===== src/rtl/bump_sequencer_pkg.sv =====
// Shared drive codes and sequencer state encoding for the bumper-avoidance robot.
// The motor driver and the controller use these same definitions.
package bump_sequencer_pkg;

   typedef enum logic [2:0] {
      DRV_STOP   = 3'd0,
      DRV_FWD    = 3'd1,
      DRV_REV    = 3'd2,
      DRV_SPIN_L = 3'd3,
      DRV_SPIN_R = 3'd4
   } drive_t;

   typedef enum logic [2:0] {
      ST_IDLE  = 3'd0,
      ST_FWD   = 3'd1,
      ST_BRAKE = 3'd2,
      ST_BACK  = 3'd3,
      ST_TURN  = 3'd4
   } state_t;

   function automatic int max3(input int a, input int b, input int c);
      int m;
      m = (a > b) ? a : b;
      return (m > c) ? m : c;
   endfunction

endpackage


===== src/rtl/bump_debounce.sv =====
// Single-bit debouncer: the output follows the input only after the input has
// differed from it for STABLE_CYCLES consecutive clocks.
module bump_debounce #(
   parameter int   STABLE_CYCLES = 8,
   parameter logic RESET_VAL     = 1'b1
) (
   input  logic clk,
   input  logic rst,
   input  logic raw,
   output logic deb
);

   localparam int CNT_W = (STABLE_CYCLES > 1) ? $clog2(STABLE_CYCLES) : 1;

   logic [CNT_W-1:0] cnt;

   // Any return of raw to the current output restarts the stability window.
   always_ff @(posedge clk or negedge rst) begin
      if (!rst) begin
         deb <= RESET_VAL;
         cnt <= '0;
      end else if (raw == deb) begin
         cnt <= '0;
      end else if (cnt == CNT_W'(STABLE_CYCLES - 1)) begin
         deb <= raw;
         cnt <= '0;
      end else begin
         cnt <= cnt + 1'b1;
      end
   end

endmodule


===== src/rtl/bump_sequencer.sv =====
// Bump-and-turn sequencer: drives forward, and on a bumper hit stops, reverses,
// spins away from the obstacle and resumes forward motion.
module bump_sequencer #(
   parameter int CLK_HZ   = 12_000_000,
   parameter int DEB_MS   = 10,
   parameter int BRAKE_MS = 50,
   parameter int BACK_MS  = 300,
   parameter int TURN_MS  = 400
) (
   input  logic       clk,
   input  logic       rst,
   input  logic       start,
   input  logic       halt,
   input  logic [5:0] bmp,
   output logic [2:0] drive,
   output logic       busy,
   output logic [7:0] bump_cnt
);
   import bump_sequencer_pkg::*;

   localparam int TICK_DIV = CLK_HZ / 1000;
   localparam int PRE_W    = (TICK_DIV > 1) ? $clog2(TICK_DIV) : 1;
   localparam int DEB_CYC  = TICK_DIV * DEB_MS;
   localparam int MAX_MS   = max3(BRAKE_MS, BACK_MS, TURN_MS);
   localparam int MS_W     = (MAX_MS > 1) ? $clog2(MAX_MS) : 1;

   logic [1:0]       start_sync, halt_sync;
   logic [5:0]       bmp_meta, bmp_sync, bmp_deb;
   logic             start_q, start_rise, halt_s;
   logic [PRE_W-1:0] pre_cnt;
   logic             tick;
   logic [MS_W-1:0]  ms_cnt;
   state_t           state, next_state;
   drive_t           drive_r, next_drive;
   logic             next_busy, turn_right, bump_any, left_only, accept;

   // NOTE: every flop uses <= so all registers update together from pre-edge values.
   // Bumpers are active-low, so their synchronizer stages idle at 1.
   always_ff @(posedge clk or negedge rst) begin
      if (!rst) begin
         start_sync <= '0;
         halt_sync  <= '0;
         bmp_meta   <= '1;
         bmp_sync   <= '1;
         start_q    <= 1'b0;
      end else begin
         start_sync <= {start_sync[0], start};
         halt_sync  <= {halt_sync[0], halt};
         bmp_meta   <= bmp;
         bmp_sync   <= bmp_meta;
         start_q    <= start_sync[1];
      end
   end

   assign start_rise = start_sync[1] & ~start_q;
   assign halt_s     = halt_sync[1];

   for (genvar i = 0; i < 6; i++) begin : g_deb
      bump_debounce #(
         .STABLE_CYCLES(DEB_CYC),
         .RESET_VAL    (1'b1)
      ) u_deb (
         .clk(clk),
         .rst(rst),
         .raw(bmp_sync[i]),
         .deb(bmp_deb[i])
      );
   end

   assign bump_any  = ~&bmp_deb;
   assign left_only = (~&bmp_deb[5:3]) & (&bmp_deb[2:0]);
   assign tick      = (pre_cnt == PRE_W'(TICK_DIV - 1));

   always_comb begin
      // NOTE: defaults first so no path leaves a signal unassigned (no latches).
      next_state = state;
      next_drive = DRV_STOP;
      next_busy  = 1'b0;
      unique case (state)
         ST_IDLE:  if (start_rise) next_state = ST_FWD;
         ST_FWD:   if (bump_any) next_state = ST_BRAKE;
         ST_BRAKE: if (tick && ms_cnt == MS_W'(BRAKE_MS - 1)) next_state = ST_BACK;
         ST_BACK:  if (tick && ms_cnt == MS_W'(BACK_MS - 1)) next_state = ST_TURN;
         ST_TURN:  if (tick && ms_cnt == MS_W'(TURN_MS - 1)) next_state = ST_FWD;
         default:  next_state = ST_IDLE;
      endcase
      if (halt_s) next_state = ST_IDLE;

      // Outputs are decoded from the next state so they register alongside it.
      case (next_state)
         ST_FWD:   next_drive = DRV_FWD;
         ST_BRAKE: next_busy  = 1'b1;
         ST_BACK: begin
            next_drive = DRV_REV;
            next_busy  = 1'b1;
         end
         ST_TURN: begin
            next_drive = turn_right ? DRV_SPIN_R : DRV_SPIN_L;
            next_busy  = 1'b1;
         end
         default: next_drive = DRV_STOP;
      endcase
   end

   assign accept = (state == ST_FWD) && (next_state == ST_BRAKE);

   always_ff @(posedge clk or negedge rst) begin
      if (!rst) begin
         state      <= ST_IDLE;
         drive_r    <= DRV_STOP;
         busy       <= 1'b0;
         turn_right <= 1'b0;
         bump_cnt   <= '0;
         pre_cnt    <= '0;
         ms_cnt     <= '0;
      end else begin
         state   <= next_state;
         drive_r <= next_drive;
         busy    <= next_busy;
         pre_cnt <= tick ? '0 : pre_cnt + 1'b1;
         if (next_state != state) ms_cnt <= '0;
         else if (tick)           ms_cnt <= ms_cnt + 1'b1;
         if (accept) begin
            turn_right <= left_only;
            if (bump_cnt != 8'hFF) bump_cnt <= bump_cnt + 1'b1;
         end
      end
   end

   assign drive = drive_r;

endmodule


===== config.mk =====
export PLATFORM = sky130hd
export DESIGN_NAME = bump_sequencer
export DESIGN_NICKNAME = d
export VERILOG_FILES = /design/src/rtl/bump_sequencer_pkg.sv /design/src/rtl/bump_debounce.sv /design/src/rtl/bump_sequencer.sv
export SDC_FILE = /design/constraint.sdc
export NUM_CORES = 1
export LEC_CHECK = 0
export CAP_MARGIN = 20
export CELL_PAD_IN_SITES_DETAIL_PLACEMENT = 1
export CELL_PAD_IN_SITES_GLOBAL_PLACEMENT = 1
export CORE_ASPECT_RATIO = 1.4
export CORE_MARGIN = 3
export CORE_UTILIZATION = 30
export CTS_CLUSTER_DIAMETER = 100
export CTS_CLUSTER_SIZE = 24
export DETAILED_ROUTE_END_ITERATION = 10
export GPL_TIMING_DRIVEN = 0
export PLACE_DENSITY_LB_ADDON = 0.1
export SYNTH_ARGS = -nofsm -noshare
export SYNTH_HDL_FRONTEND = slang
export SYNTH_SLANG_ARGS = --single-unit

===== constraint.sdc =====
create_clock -name clk -period 5.3 [get_ports clk]
set_clock_uncertainty 0.2 [all_clocks]
set_input_delay 0.53 -clock clk [delete_from_list [all_inputs] [get_ports clk]]
set_output_delay 0.53 -clock clk [all_outputs]
set_load 0.05 [all_outputs]

* Yosys cells after proc, flatten, opt, wreduce, memory -nomap -nowiden
Index checks and enable logic that the tools add are counted.
Storage, ports and cells: register bits 164, bits in latches 0, bits in writable memories 0, bits in read-only memories 0, bits of input ports 10, output and inout port bits 12, logic and storage cells 111, memories kept 0
Operators by class: $add $sub $neg 9, $mul 0, divide/modulo/power cells 0, order comparisons 0, equal/unequal tests 26, shift operators 0, mux-type cells 25, bitwise gates (word level) 9, reduce and logical (&&, ||, !) cells 18
Operators by type and width (count):
- $mux W17 | 12
- $add A17 B1 Y17 const B | 6
- $eq A17 B17 Y1 const B | 6
- $mux W3 | 7
- $eq A9 B9 Y1 const B | 2
- $mux W9 | 2
- $pmux W3 S5 | 1
- $add A14 B1 Y14 const B | 1
- $eq A14 B14 Y1 const B | 1
- $mux W14 | 1
- $reduce_and A2 Y1 | 7
- $eq A3 B2 Y1 const B | 4
- $add A9 B1 Y9 const B | 1
- $eq A9 B6 Y1 const B | 1
- $pmux W3 S3 | 1
- $add A8 B1 Y8 const B | 1
- $ne A8 B8 Y1 const B | 1
- $not A1 Y1 | 7
- $eq A1 B1 Y1 | 6
- $eq A3 B1 Y1 const B | 2
- $eq A3 B3 Y1 const B | 2
- $reduce_and A3 Y1 | 2
- $reduce_and A6 Y1 | 1
- $logic_and A1 B1 Y1 | 4
- other kinds (7) | 8

* Depth between registers and ports, before layout
depth after elaboration 8, mapped depth 8, mapped depth without buffers 7

* By module
Synthesis repeated with hierarchy kept, for this count alone.
Second synthesis, totals: cells, all modules 752, area total of the unflattened synthesis 7992.7 um2
Modules (own cells, without submodules):
- bump_debounce | instances 6, cells each 90, area an instance 922.1 um2, sequential area each 451.7 um2
- bump_sequencer | instances 1, cells each 212, area an instance 2459.9 um2, sequential area each 1416.4 um2

* Worst setup path before layout
OpenSTA, ideal clock, no wires.
path kind register to register, start reg pre_cnt[8], end reg ms_cnt[0], setup time 0.146 ns, arrival 2.282 ns, path slack 2.672 ns, stages on the path, launching flop included 7, buffers on the path 1, path through dfrtp_1 -> or4b_4 -> or4_4 -> buf_6 -> or3_4 -> a21oi_4 -> nor4_1
Between the ends: cells in the longest elaborated chain, start to end 7, elaborated cells on any way between the ends 12, classes of those cells 2 x eq/ne; 6 x mux; 4 x reduce/logical
Ends and longest elaborated chain:
- start: declaration | RTL line bump_sequencer.sv:30 | logic [PRE_W-1:0] pre_cnt;
- start signal: assignment | RTL line bump_sequencer.sv:120 | pre_cnt <= tick ? '0 : pre_cnt + 1'b1;
- $eq A14 B14 Y1 (*) | RTL line bump_sequencer.sv:72 | assign tick = (pre_cnt == PRE_W'(TICK_DIV - 1));
- $logic_and A1 B1 Y1, on equally long branches | RTL line bump_sequencer.sv:84, bump_sequencer.sv:82, bump_sequencer.sv:83
- $mux W3, on equally long branches | RTL line bump_sequencer.sv:84, bump_sequencer.sv:82, bump_sequencer.sv:83
- $pmux W3 S5 | RTL line bump_sequencer.sv:79 | unique case (state)
- $mux W3 | RTL line bump_sequencer.sv:87 | if (halt_s) next_state = ST_IDLE;
- $ne A3 B3 Y1 | RTL line bump_sequencer.sv:121 | if (next_state != state) ms_cnt <= '0;
- $mux W9 or $reduce_bool A2 Y1 (tied branches)
- end signal: assignment | RTL line bump_sequencer.sv:122 | else if (tick) ms_cnt <= ms_cnt + 1'b1;
- end: declaration | RTL line bump_sequencer.sv:32 | logic [MS_W-1:0] ms_cnt;
Every way passes the cells marked *; elsewhere a longest branch is shown, timed or not. A chain may end at the register's enable or synchronous reset.

* Final worst setup path
start reg pre_cnt[8], end reg ms_cnt[6]
The elaborated chain is that of the path after synthesis.

==> flow_summary.yaml <==
yosys:
  synth_cell_types: 53
  ys_top_cells_by_area: "dfrtp_1 (48%), xor2_1 (7.7%), nor2_1 (6.6%), dfstp_2 (6.2%), xnor2_1 (6.2%)"
  synth_compound_area_share_pct: 2.226
  synth.top_cell.area_share_pct: 48.14
  syn_area_per_cell_sq_um: 10.31
  ys_ff_latch: 164
  yosysSeqAreaShare_pct: 54.37
  synth_top_family_by_area: "simple AND/OR/NAND/NOR gates"
  synthSimpleGateAreaFrac_pct: 24.88
  synth_adder_area_share_pct: 1.649
  muxShareOfSynthArea_pct: 1.039
  mappedNetlistArea_sq_mm: 0.007590
  synth_common_cells: "dfrtp_1 (146), nor2_1 (134), xor2_1 (67)"
  yosysWarningCount: 0
  synth-edff-count: 0
  synth.most_common_cell: "dfrtp_1"
  synth_fp_nets: 756
  synth_xor_area_share_pct: 13.96
  yosysTopAreaCell: "dfrtp_1"
  synthCells: 736
  synthFlopType: "dfrtp_1"
  async_flop_share_pct: 100.0
global_route:
  track_usage_pct: 13.09
  grt_pass1_vias: 6078
  grt_first_pass_wirelength_mm: 29.50
  grt_max_degree: 85
  grt_overflow: 0
  antenna_found_initial: 0
worst_setup_path:
  critPathCaptureType: "flip-flop"
  path_cells: "or4b_4 > nor4_4 > o21ai_1 > a211oi_2 > nor4_1"
  r2r_start: "pre_cnt[8]"
  cp_slowest_cell: "a211oi_2"
  crit_cells: 5
  cp-start-kind: "flip-flop"
  crit_arrival_ps: 3010
  critPathMaxStageDelay_ps: 630
  r2r_slack_ps: 2360
  required_ps: 5370
  r2r-end: "ms_cnt[6]"
  critPathBufInv: 0
  endpoint: "ms_cnt[6]"
  critPathTopFamily: "simple AND/OR/NAND/NOR gates"
  cp_max_fo: 10
  cp-startpoint: "pre_cnt[8]"
  crit_type: "flip-flop to flip-flop"
  r2r_cells: 5
drt:
  detail-route-antenna-nets: 0
  met2WireLength_mm: 8.600
  wl_per_cell_microns: 14.77
  drt-pass1-iter-count: 4
  top_layer_used: "met4"
  drtIter0Drc: 187
  vias_per_cell: 4.854
  wl_met3_microns: 326
  via_count: 5368
  wl_met1_mm: 7.191
  drc: 0
  routed_wl_mm: 16.34
clocking:
  cts_made_buffers: 17
  tritoncts: "yes"
  clkTransAtPathRegs_ps: 60
  cts_max_path_buffers: 2
  cts.htree.levels: 4
  post-cts-setup-buffers: 0
  cts_resized: 0
  insertion_delay_ps: 430
  clock-sinks: 164
  root_buffer: "clkbuf_16"
  postCtsHoldBufs: 1
finish:
  diodes: 0
  postLayoutCellArea_sq_mm: 0.008860
  seq_area_sq_mm: 0.004126
  layout-drive-gt1-share_pct: 9.229
  fillCellCount: 2801
  syn2layout_area_growth_pct: 16.73
  multi_input_comb_area_sq_mm: 0.003321
  fin_nets: 798
pwr:
  swShare_pct: 23.97
  peakVddDrop_v: 0.0002509
  p_clk_share_pct: 46.4
  p_leak_nw: 3.746
  p_seq_share_pct: 47.0
  p_int_mw: 2.136
  p_switching_mw: 0.6732
  p_per_area_mw_per_mm2: 317.0
  comb_power_share_pct: 6.6
timing:
  post-route-period-util_pct: 55.52
  rsz0062_at_grt: "false"
  hold_violations: 0
  hold_slack_ps: 150.5
  setup_viol: 0
  period_needed_ps: 2942
  worstMarginPinSlew_ps: 774.7
  maxSlewViolCount: 0
  fmax_mhz: 339.9
  slew_headroom_pct: 47.92
floorplanning:
  die_h_microns: 194.2
  io_pins: 22
  die_area_sq_mm: 0.02727
  core-area_sq_mm: 0.02476
  initial_core_util_pct: 30.65
  fp.dieW_microns: 140.4
  placementRows: 68
status:
  outcome: "complete, no violations"
min_path:
  hold_class: "flip-flop to flip-flop"
job:
  drv_cap: 0
placement:
  placed_area_sq_mm: 0.008227
  dpl.hpwl_mm: 11.43
  io_buffer_count: 21
  globalplace.congestion: 0.7623
## layout make-up
type	count	share of cell area, %
Clock inverter	10	1.681
Tap cell	315	4.449
Inverter	17	0.7202
Timing Repair Buffer	23	2.853
Sequential cell	164	46.58
Buffer	19	0.8897
Clock buffer	22	5.352
Multi-Input combinational cell	536	37.48
## state kept, by name (all words and copies together) (netlist names)
signal,cells
halt_sync,2
bmp_meta,6
g_deb.u_deb.deb,6
pre_cnt,14
g_deb.u_deb.cnt,102
turn_right,1
start_q,1
start_sync,2
ms_cnt,9
state,3
busy,1
drive,3
bump_cnt,8
bmp_sync,6
## power groups by stage
stage / clock, mW / sequential, mW / combinational, mW
floorplan: 0 / 1.38 / 0.0641
global placement: 0 / 1.34 / 0.180
detailed placement: 0 / 1.34 / 0.190
CTS: 1.36 / 1.32 / 0.191
global route: 1.41 / 1.33 / 0.204
finish: 1.30 / 1.32 / 0.185
## per-stage QoR
step / power (mW) / cells / TNS, ps / setup slack [ps] / util [%]
finish: 2.809 / 1106 / 0 / 2358 / 35.78
global route: 2.944 / 1106 / 0 / 2097 / 35.78
CTS: 2.872 / 1106 / 0 / 2309 / 35.78
detailed placement: 1.534 / 1073 / 0 / 2328 / 33.23
global placement: 1.523 / 1072 / -525200 / -3452 / 33.10
floorplan: 1.442 / 736 / 0 / 2672 / -
## worst min path at each step
| stage | start | endpoint | slack [ps] | cells past startpoint |
|---|---|---|---|---|
| 2_1_floorplan | rst | bump_cnt[0] | 30 | 0 |
| 3_3_place_gp | start_sync[0] | start_sync[1] | 140 | 0 |
| 3_5_place_dp | start_sync[0] | start_sync[1] | 140 | 0 |
| 4_1_cts | start_sync[0] | start_sync[1] | 150 | 0 |
| 5_1_grt | start_sync[0] | start_sync[1] | 160 | 0 |
| 6_report | start_sync[0] | start_sync[1] | 150 | 0 |
## metal layers
layer,global-route usage (%),vias to the layer above
met5,0,-
met4,4.811,0
met3,2.763,10
met2,23.38,46
met1,15.31,2749
li1,-,2563
## cells in the final DEF, fill, tap and decap left out, types with 4 or more instances in the layout
master,instances
nor3_1,20
clkbuf_1,20
nor2_1,134
inv_1,17
dfrtp_1,146
xnor2_1,54
o21ai_0,6
ha_1,10
mux2_2,7
a21oi_1,5
xor2_1,67
nand2_1,62
nand3_1,32
nor4b_1,5
nand4_1,30
clkinv_4,4
clkdlybuf4s50_1,20
dfstp_2,18
and3_1,31
and4_1,6
clkbuf_16,17
and2_1,6
nor4_1,14
or2_2,6
## cells by family after synthesis
family / count (synthesis)
mux: 7
buf+inv: 36
fa+ha+maj: 10
xor+xnor: 121
flops: 164
simple gates: 373
compound gates: 25
No activity file was read; power rests on OpenSTA's default activity.
